===== src/rtl/bsg_credit_to_token_pacer.sv =====
// Credit-to-token pacer: decimates returned credits into tokens and launches each
// token as a registered pulse with bounded high/low phases on token_o.
module bsg_credit_to_token_pacer
  #(parameter int lg_credit_to_token_decimation_p = 3
   ,parameter int max_credits_p                   = 64
   ,parameter int extra_tokens_p                  = 0
   ,parameter int min_half_period_p               = 2
   ,localparam int max_tokens_lp = (max_credits_p >> lg_credit_to_token_decimation_p) + extra_tokens_p
   ,localparam int ptr_width_lp  = $clog2(max_tokens_lp + 1)
   )
   (input  logic                    clk_i
   ,input  logic                    reset_i
   ,input  logic                    credit_v_i
   ,output logic                    token_o
   ,output logic [ptr_width_lp-1:0] tokens_pending_o
   ,output logic                    overflow_o
   );

   localparam int cnt_width_lp = $clog2(min_half_period_p + 1);

   localparam logic [1:0] idle_s = 2'd0;
   localparam logic [1:0] high_s = 2'd1;
   localparam logic [1:0] low_s  = 2'd2;

   logic [1:0]              state_r;
   logic [cnt_width_lp-1:0] cnt_r;
   logic [ptr_width_lp-1:0] pend_r;
   logic                    token_r;
   logic                    overflow_r;
   logic                    complete;
   logic                    launch;
   logic                    phase_done;

   generate
      if (lg_credit_to_token_decimation_p == 0) begin : g_no_acc
         assign complete = credit_v_i;
      end else begin : g_acc
         logic [lg_credit_to_token_decimation_p-1:0] acc_r;

         always_ff @(posedge clk_i) begin
            if (reset_i)
               acc_r <= '0;
            else if (credit_v_i)
               acc_r <= acc_r + 1'b1;
         end

         // Wrap from all-ones back to zero completes a token.
         assign complete = credit_v_i & (&acc_r);
      end
   endgenerate

   always_comb begin
      phase_done = (cnt_r == cnt_width_lp'(min_half_period_p));
      launch     = (pend_r != '0)
                   && ((state_r == idle_s) || ((state_r == low_s) && phase_done));
   end

   always_ff @(posedge clk_i) begin
      if (reset_i) begin
         state_r <= idle_s;
         token_r <= 1'b0;
         cnt_r   <= '0;
      end else begin
         case (state_r)
            idle_s: begin
               if (launch) begin
                  state_r <= high_s;
                  token_r <= 1'b1;
                  cnt_r   <= cnt_width_lp'(1);
               end
            end
            high_s: begin
               if (phase_done) begin
                  state_r <= low_s;
                  token_r <= 1'b0;
                  cnt_r   <= cnt_width_lp'(1);
               end else begin
                  cnt_r <= cnt_r + 1'b1;
               end
            end
            low_s: begin
               if (phase_done) begin
                  if (launch) begin
                     state_r <= high_s;
                     token_r <= 1'b1;
                     cnt_r   <= cnt_width_lp'(1);
                  end else begin
                     state_r <= idle_s;
                  end
               end else begin
                  cnt_r <= cnt_r + 1'b1;
               end
            end
            default: begin
               state_r <= idle_s;
               token_r <= 1'b0;
               cnt_r   <= '0;
            end
         endcase
      end
   end

   always_ff @(posedge clk_i) begin
      if (reset_i) begin
         pend_r     <= ptr_width_lp'(extra_tokens_p);
         overflow_r <= 1'b0;
      end else begin
         case ({complete, launch})
            2'b10: begin
               // A token completing into a full counter is dropped, not wrapped.
               if (pend_r == ptr_width_lp'(max_tokens_lp))
                  overflow_r <= 1'b1;
               else
                  pend_r <= pend_r + 1'b1;
            end
            2'b01:   pend_r <= pend_r - 1'b1;
            default: pend_r <= pend_r;
         endcase
      end
   end

   assign token_o          = token_r;
   assign tokens_pending_o = pend_r;
   assign overflow_o       = overflow_r;

endmodule


===== config.mk =====
export PLATFORM = sky130hd
export DESIGN_NAME = bsg_credit_to_token_pacer
export DESIGN_NICKNAME = d
export VERILOG_FILES = /design/src/rtl/bsg_credit_to_token_pacer.sv
export SDC_FILE = /design/constraint.sdc
export NUM_CORES = 1
export LEC_CHECK = 0
export CAP_MARGIN = 20
export CORE_MARGIN = 5
export CORE_UTILIZATION = 39
export DETAILED_ROUTE_END_ITERATION = 12
export DONT_BUFFER_PORTS = 1
export PLACE_DENSITY = 0.64
export SLEW_MARGIN = 5
export SYNTH_ARGS = -nofsm -noshare
export SYNTH_HDL_FRONTEND = slang
export SYNTH_SLANG_ARGS = --single-unit
export TNS_END_PERCENT = 5

===== constraint.sdc =====
create_clock -name clk_i -period 2.2 [get_ports clk_i]
set_input_delay 0.44 -clock clk_i [delete_from_list [all_inputs] [get_ports clk_i]]
set_output_delay 0.44 -clock clk_i [all_outputs]
set_load 0.03 [all_outputs]

==> run metrics <==
run status complete, no violations; min Tclk post-route 2099 ps; Hold Path Class in -> reg; length in cells of the worst reg-to-reg path 10; fraction of layout cells with a size suffix above 1 0.3103; post-route fraction of the period consumed by the critical path 0.9540; register clock-pin slew on the reported worst setup and hold paths 80 ps; diode insertion count for antenna repair 0; total via count after detailed routing 567; endpoint class of the critical path register; setup repair after global routing missed its margin yes; maximum vdd ir drop 0.0003536 V; # rows 15; Starting DRT DRC Count 4; largest net degree at the start of global routing 14; number of design rule violations left after detail routing 0; number of enable flip-flop cells after synthesis 0; area fraction in and, or, nand and nor cells after synthesis 0.2525; number of top-level pins 9; sw frac 0.3782; die extent in y 53.51 µm; Mapped Avg Cell Area 9.344 µm²; portion of the post-synthesis area used by sequential elements 0.3525; internal power summed over all cells 0.5576 mW; quantity of hold-fixing buffers added after cts 0; clock network fraction of total power 0.166; storage element area 262.8 µm²; number of distinct library cell variants in the gate-level netlist after synthesis 34; final count of pins violating max slew 0; count of input and output buffers 0; placeable core region 1764 µm²; synthesized-area fraction occupied by ao, oa, aoi and oai cells 0.1864; critical path data arrival time 2320 ps; critical-path cell with the highest stage delay sky130_fd_sc_hd__dfxtp_2; Util after Layout 0.4851; critical path data required time 2420 ps; power share of the sequential group 0.383; CP cell instances ha_4 > ha_1 > and2_4 > a2111oi_4 > xor2_1 > ha_2 > nor2_1 > mux2_4 > a21o_1 > a21oi_2; delay contributed by the slowest stage of the critical path 350 ps; setup slack of the most critical reg-to-reg path 100 ps; number of global-route vias before repair 559; total half-perimeter wirelength after legalization and detailed placement 1044 µm; number of clock sinks seen by CTS 13; deepest level of the CTS H-tree 1; filler-free cell count of the finished design 112; leak pwr 0.3393 nW; FF+latch count, synth 13; via density per instance 5.063; number of hold violations in the final report 0; Routed wire per std cell 12.28 µm; first-pass GRT wire length 2470 µm; synthesis-to-finish area growth 15.93%; critical path class reg -> reg; number of buffers and inverters on the critical path 0; width of the die 53.51 µm; overall global routing resource usage 0.1238; post-synthesis instance area 738.2 µm²; post-place setup slack 86.66 ps; number of setup violations in the final report 0; Max Clock Freq 476.5 MHz; normalized max-slew margin 0.7594; power dissipated by switching net loads 0.3392 mW; GP Congestion 0.7632; Final WS setup 101.2 ps; cell family contributing the most delay on the critical path compound AO/OA/AOI/OAI gates; number of filler instances in the final layout 188; count of yosys warnings during synthesis 0; most used flip-flop cell after synthesis sky130_fd_sc_hd__dfxtp_1; power share of the combinational group 0.451; final antenna-violating net count 0; number of maximum-capacitance constraint violations 0; dominant combinational cell family by area after synthesis simple AND/OR/NAND/NOR gates; Root Driver sky130_fd_sc_hd__clkbuf_4; die area 2863 µm²; portion of netlist area occupied by mux cells 0.08983; number of standard cells after synthesis 79; total clock buffers created by CTS 3; CTS tree built; Initial Util 0.4184; Post-Synth Adder-Cell Area 0.05085; worst-case clock buffer depth 2; Inst Count DP 108; antenna violations before repair 0; FFs w/ async S/R, synth 0; nets 94; cell area power density 1048 nW/µm²; Levels on crit path 10; hold path cells 1; final global-route overflow total 0; worst hold slack 209.9 ps; Net Count, Synth 85; crit path launch type register; drt pass-1 iters 2; area occupied by multi-input gates 478.0 µm²; clk_lat worst skew 280 ps; postcts setup bufs 0; Clock Skew 1.738 ps; Worst Path Max Fanout 5; Slew @ Worst Pin 358.3 ps; fraction of synthesized cell area in xor and xnor cells 0.04746; Post-Route WL 1375 µm
worst paths after layout:
path / start / end
max reg2reg: g_acc.acc_r[0] / tokens_pending_o[2]
min reg2reg: g_acc.acc_r[2] / g_acc.acc_r[2]
max: g_acc.acc_r[0] / tokens_pending_o[2]
min: reset_i / tokens_pending_o[2]
cell usage in the layout, fill, tap and decap left out, types with 2 or more instances in the layout:
cell type	instances
sky130_fd_sc_hd__a21oi_1	3
sky130_fd_sc_hd__a21o_1	2
sky130_fd_sc_hd__nand2_1	6
sky130_fd_sc_hd__nand2b_1	2
sky130_fd_sc_hd__buf_4	7
sky130_fd_sc_hd__nor2_1	16
sky130_fd_sc_hd__xnor2_1	3
sky130_fd_sc_hd__dfxtp_2	2
sky130_fd_sc_hd__dfxtp_1	11
sky130_fd_sc_hd__mux2i_1	4
sky130_fd_sc_hd__clkbuf_4	3
sequential cells by signal (all words and copies together), names as in the netlist:
register,cells
tokens_pending_o,4
g_acc.acc_r,3
cnt_r,2
state_r,2
overflow_o,1
token_o,1
cells in the mapped netlist, types with 2 or more instances:
library cell | instances | area share
sky130_fd_sc_hd__dfxtp_1 | 13 | 0.35
sky130_fd_sc_hd__mux2i_1 | 4 | 0.054
sky130_fd_sc_hd__a21oi_1 | 3 | 0.020
sky130_fd_sc_hd__xnor2_1 | 3 | 0.036
sky130_fd_sc_hd__nand2_1 | 6 | 0.031
sky130_fd_sc_hd__ha_1 | 3 | 0.051
sky130_fd_sc_hd__nand2b_1 | 2 | 0.017
sky130_fd_sc_hd__a21o_1 | 2 | 0.020
sky130_fd_sc_hd__clkbuf_1 | 3 | 0.015
sky130_fd_sc_hd__nor2_1 | 16 | 0.081
layer usage:
layer,vias up,GRT usage,wire length (µm)
met5,-,0,0
li1,293,-,-
met3,4,0.07042,82
met1,263,0.1301,600
met2,7,0.2020,667
met4,0,0.05106,25
per-stage QoR:
stage	instance area [µm²]	TNS [ps]	power, mW
3_5_place_dp	810.8	0	0.7533
4_1_cts	838.3	0	0.9105
6_report	855.8	0	0.8969
2_1_floorplan	738.2	0	0.6703
3_3_place_gp	810.8	0	0.7441
5_1_grt	855.8	-30.33	0.9784
power groups by stage:
| stage | Combinational (mW) | Clock (mW) | Sequential (mW) |
|---|---|---|---|
| floorplan | 0.304 | 0 | 0.366 |
| global placement | 0.398 | 0 | 0.346 |
| detailed placement | 0.404 | 0 | 0.349 |
| CTS | 0.406 | 0.161 | 0.344 |
| global route | 0.454 | 0.172 | 0.353 |
| finish | 0.404 | 0.149 | 0.344 |
cell families after synthesis:
family	after synthesis
AOI/OAI and AO/OA	16
xor gates and xnor gates	4
adders and majority gates	3
buffers and inverters	4
DFF	13
muxes	6
and+or+nand+nor	33
timing repair:
action,4_1_cts,5_1_grt
setup endpoints to repair,0,1
gates resized for setup,0,5
hold endpoints to repair,0,0
final cells by class:
cell class,instances,area share
clock buffer,3,0.02632
clock inverter,1,0.005848
inverter,1,0.004386
multi-input combinational,62,0.5585
sequential,13,0.3070
tap,25,0.03655
timing repair buffer,7,0.06140
Power figures use the tool's default switching activity.
